**config.mk**
```make
export PLATFORM = sky130hd
export DESIGN_NAME = rr_pipeline_arbiter
export DESIGN_NICKNAME = d
export VERILOG_FILES = /design/src/rtl/rr_pipeline_arbiter.sv
export SDC_FILE = /design/constraint.sdc
export NUM_CORES = 1
export LEC_CHECK = 0
export CORE_MARGIN = 2
export CORE_UTILIZATION = 37
export DETAILED_ROUTE_END_ITERATION = 12
export PLACE_DENSITY = 0.83
export SLEW_MARGIN = 10
export SYNTH_ARGS = -nofsm -noshare
export SYNTH_HDL_FRONTEND = slang
export SYNTH_SLANG_ARGS = --single-unit
```
**constraint.sdc**
```tcl
create_clock -name clk -period 6.5 [get_ports clk]
set_input_delay 1.3 -clock clk [delete_from_list [all_inputs] [get_ports clk]]
set_output_delay 1.3 -clock clk [all_outputs]
set_load 0.02 [all_outputs]
```
**src/rtl/rr_pipeline_arbiter.sv**
```systemverilog
// Round-robin arbiter feeding a single registered output stage with valid/ready handshake.
// Define RR_ARB_SRC_ID_EN to add the out_src port carrying the winning requester index.
module rr_pipeline_arbiter #(
  parameter int DATA_WIDTH = 8,
  parameter int NUM_REQ    = 4
) (
  input  logic                          clk,
  input  logic                          reset,
  input  logic [NUM_REQ*DATA_WIDTH-1:0] req_data,
  input  logic [NUM_REQ-1:0]            req_valid,
  output logic [NUM_REQ-1:0]            req_ready,
  output logic [DATA_WIDTH-1:0]         out_data,
  output logic                          out_valid,
  input  logic                          out_ready
`ifdef RR_ARB_SRC_ID_EN
  ,
  output logic [$clog2(NUM_REQ)-1:0]    out_src
`endif
);

  localparam int PTR_W = $clog2(NUM_REQ);

  logic [PTR_W-1:0]      ptr;
  logic [PTR_W-1:0]      grant_idx;
  logic [PTR_W-1:0]      ptr_next;
  logic [NUM_REQ-1:0]    grant;
  logic                  found;
  logic                  accept;
  logic                  transfer;
  logic [DATA_WIDTH-1:0] sel_data;
  logic [DATA_WIDTH-1:0] data_p0;
  logic                  vld_p0;

  // Requester index at offset k from base, wrapped modulo NUM_REQ.
  function automatic logic [PTR_W-1:0] rot_idx(input logic [PTR_W-1:0] base, input int k);
    int s;
    s = int'(base) + k;
    if (s >= NUM_REQ) s = s - NUM_REQ;
    return s[PTR_W-1:0];
  endfunction

  always_comb begin
    found     = 1'b0;
    grant_idx = '0;
    grant     = '0;
    for (int k = 0; k < NUM_REQ; k++) begin
      if (!found && req_valid[rot_idx(ptr, k)]) begin
        found     = 1'b1;
        grant_idx = rot_idx(ptr, k);
      end
    end
    if (found) grant[grant_idx] = 1'b1;
  end

  assign accept    = !vld_p0 || out_ready;
  assign req_ready = (accept && !reset) ? grant : '0;
  assign transfer  = |req_ready;
  assign sel_data  = req_data[int'(grant_idx)*DATA_WIDTH +: DATA_WIDTH];
  assign ptr_next  = (grant_idx == PTR_W'(NUM_REQ - 1)) ? '0 : grant_idx + 1'b1;

  // Output stage p0: a transfer overwrites the word, a pop without transfer empties it.
  always_ff @(posedge clk) begin
    if (reset) begin
      vld_p0  <= 1'b0;
      data_p0 <= '0;
      ptr     <= '0;
    end else if (transfer) begin
      vld_p0  <= 1'b1;
      data_p0 <= sel_data;
      ptr     <= ptr_next;
    end else if (out_ready) begin
      vld_p0  <= 1'b0;
    end
  end

`ifdef RR_ARB_SRC_ID_EN
  logic [PTR_W-1:0] src_p0;

  always_ff @(posedge clk) begin
    if (reset)         src_p0 <= '0;
    else if (transfer) src_p0 <= grant_idx;
  end

  assign out_src = src_p0;
`endif

  assign out_data  = data_p0;
  assign out_valid = vld_p0;

endmodule

```
==> out/results.ini <==
[power_and_ir_drop]
finalPower_w = 0.0002710
cellLeakagePower_nw = 0.5210
vdd_ir_drop_max_v = 0.0001307
power_density_nw_per_um2 = 204.9

[cts]
worst_setup_hold_path_clk_slew_ns = 0.07
clock_tree.htree_level_count = 1
cts.repair_timing.setup_buffer_count = 0
cts_buffers = 3
hold_buffers = 0
tritoncts = built
clock_tree.buffer_depth = 2
clock-sinks = 11
cts_root_buf = sky130_fd_sc_hd__clkbuf_4
insertion_delay_ns = 0.26
post_cts_resize_count = 0

[worst_hold_path]
whs_path_depth = 1
min-delay-start = out_data[2]
worst_hold_path_type = register to register
timing.hold.worst_endpoint = out_data[2]

[die]
floorplan.die_area_um2 = 2449
core_area_um2 = 1962
die_w_um = 49.49
design.portCount = 52
die_y_um = 49.49
floorplan.initialDensity_pct = 39.03
num_rows = 16

[global_routing]
number_of_global_route_vias_before_repair = 889
grt_util_all_layers_pct = 19.49
grt_pass1_wl_um = 3739
grt_max_degree = 19
grt_antenna_before_repair = 0
grt_remaining_overflow = 0

[timing]
finalClockSkew_ns = 0.005489
timing.fmax_ghz = 0.2040
timing.final.max_slew_violations = 0
timing.final.hold_violations = 0
layout_min_cycle_time_ns = 4.903
worst_slew_pin_slew_ns = 0.5882
setup_failing_eps_final = 0
slew-limit-headroom_pct = 60.48
setup_total_negative_slack_ns = 0
rsz0062_at_grt = no
min_period_over_period_pct = 75.43

[synthesis]
yosysTopAreaCell = sky130_fd_sc_hd__dfxtp_1
synth_nets = 127
postSynthAreaPerCell_um2 = 8.802
postSynthRegisterBits = 11
synth_unique_cells = 26
synth-edff-count = 0
ys_top_cells_by_count = sky130_fd_sc_hd__mux2i_1, sky130_fd_sc_hd__nand2_1, sky130_fd_sc_hd__dfxtp_1, sky130_fd_sc_hd__a32o_1, sky130_fd_sc_hd__nor2_1
postSynth.topFlopCell = sky130_fd_sc_hd__dfxtp_1
synth.area.top_cells = sky130_fd_sc_hd__dfxtp_1, sky130_fd_sc_hd__mux2i_1, sky130_fd_sc_hd__a32o_1, sky130_fd_sc_hd__nand2_1, sky130_fd_sc_hd__o32ai_4
sequential_area_share_after_synthesis_pct = 28.76
post_synth_inst_count = 87
ys.warnings.count = 0
synth.cell_area_um2 = 765.7
synth_top_area_share_pct = 28.76
async_reset_ff_share_pct = 0

[worst_setup_path]
setup.worst_path.class = primary input to output pin
worst_path_largest_cell_delay_ns = 0.60
cp.depth = 9
startpoint_type = primary input
critical_path_buf_inv_count = 4
crit-reg2reg-launch = ptr[0]
critical-path-top-cell-by-count = sky130_fd_sc_hd__clkdlybuf4s50_1
critical_path.cell_chain = clkdlybuf4s50_1 -> nand2b_1 -> a21oi_1 -> a211oi_2 -> buf_4 -> inv_1 -> ha_1 -> and2_1 -> clkdlybuf4s50_1
cpLargestDelayFamily = buffers and inverters
timing.critical_path.arrival_ns = 3.60
critPathRequiredTime_ns = 5.20
worst-path-max-fanout = 14
regToRegSetupSlack_ns = 4.01
reg2regPathDepth = 9
slowest_stage_cell_on_the_critical_path = sky130_fd_sc_hd__clkdlybuf4s50_1
worstSetupEndpointType = output pin
reg_to_reg_critical_path_endpoint = out_data[5]

[detailed_routing]
ant_nets = 0
route.final.wire_length_um = 2197
num_vias = 864
route.detailed.wl_per_inst_um = 13.16
routed_via_density = 5.174
drtPass1Iterations = 4
drtIter0Drc = 16
drc = 0

[placed_design]
place_hpwl_um = 1798
io_buffers = 51
number_of_placed_instances_taps_included = 163
place.gp.congestion = 0.7632
dpl-instance-area_um2 = 1296

[outcome]
run_status = completed

[final_layout]
areaGrowthSynthToFinish_pct = 72.71
finalNetCount = 181
finalInstanceArea_um2 = 1323
layout.cells.non_filler = 167
num_antenna_cells = 0
finish.utilization_pct = 67.41
layout-drive-gt1-share_pct = 6.429

[run]
cap_violations = 0

[flip-flops by register name, indices dropped and copies added, names as in the netlist]
signal	count
out_data	8
ptr	2
out_valid	1
[cell usage in the layout (no fill, tap or decap), drive strengths merged]
cell	count
a211oi	3
a21oi	4
a32o	8
and2	1
and2b	1
and3	3
buf	1
clkbuf	4
clkdlybuf4s50	51
dfxtp	11
ha	1
inv	4
mux2i	16
nand2	16
nand2b	2
nand3	1
nor2	6
nor2b	1
nor3	1
nor4	1
o22ai	1
o31a	1
o32ai	1
or3	1
[through the flow]
stage	hold WS, ns	worst slack (ns)
global route	0.4989	1.465
floorplan	0.4936	2.779
detailed placement	0.4670	1.603
CTS	0.4799	1.593
finish	0.4806	1.597
global placement	0.4584	1.692
[where the power goes]
part | internal [W] | switching, W
sequential | 0.0000797 | 0.00000873
combinational | 0.0000724 | 0.0000644
clock | 0.0000236 | 0.0000221
[kinds of logic (layout without fill, tap and decap cells)]
kind of cell               after synthesis  count (layout)  share of synthesized area (%)
and+or+nand+nor                         34              34                          20.43
AOI/OAI and AO/OA                       18              18                          23.20
muxes                                   16              16                          20.91
DFF                                     11              11                          28.76
buffers and inverters                    7              60                          5.066
adders and majority gates                1               1                          1.634
[worst max-delay path by stage]
stage | slack, ns | from | end
3_3_place_gp | 1.69 | req_valid[1] | req_ready[2]
2_1_floorplan | 2.78 | req_valid[1] | req_ready[2]
5_1_grt | 1.47 | req_valid[1] | req_ready[2]
4_1_cts | 1.59 | req_valid[1] | req_ready[2]
3_5_place_dp | 1.60 | req_valid[1] | req_ready[2]
6_report | 1.60 | req_valid[1] | req_ready[2]
[worst reg2reg max path, delay by kind of cell (launching register included)]
kind	cells	cell delay, ns
and+or+nand+nor	2	0.57
DFF	1	0.38
adders and majority gates	1	0.26
AOI/OAI and AO/OA	4	0.83
buffers and inverters	2	0.38
[layer usage]
layer / track usage (%) / routed length, µm / share of wire [%] / vias to the layer above
li1: - / - / - / 430
met1: 20.64 / 891 / 41 / 393
met2: 37.16 / 1099 / 50 / 39
met3: 5.152 / 184 / 8.4 / 2
met4: 6.019 / 21 / 0.96 / 0
met5: 0 / 0 / 0 / -
[layout make-up]
| type | instances | area [µm²] |
|---|---|---|
| fillers | 182 | 639.4 |
| repair buffers | 52 | 518.0 |
| multi-input cells | 69 | 506.7 |
| flip-flops and latches | 11 | 220.2 |
| well taps | 27 | 33.78 |
| clock buffers | 4 | 26.28 |
| inverters | 4 | 17.52 |
Power figures use the tool's default switching activity.
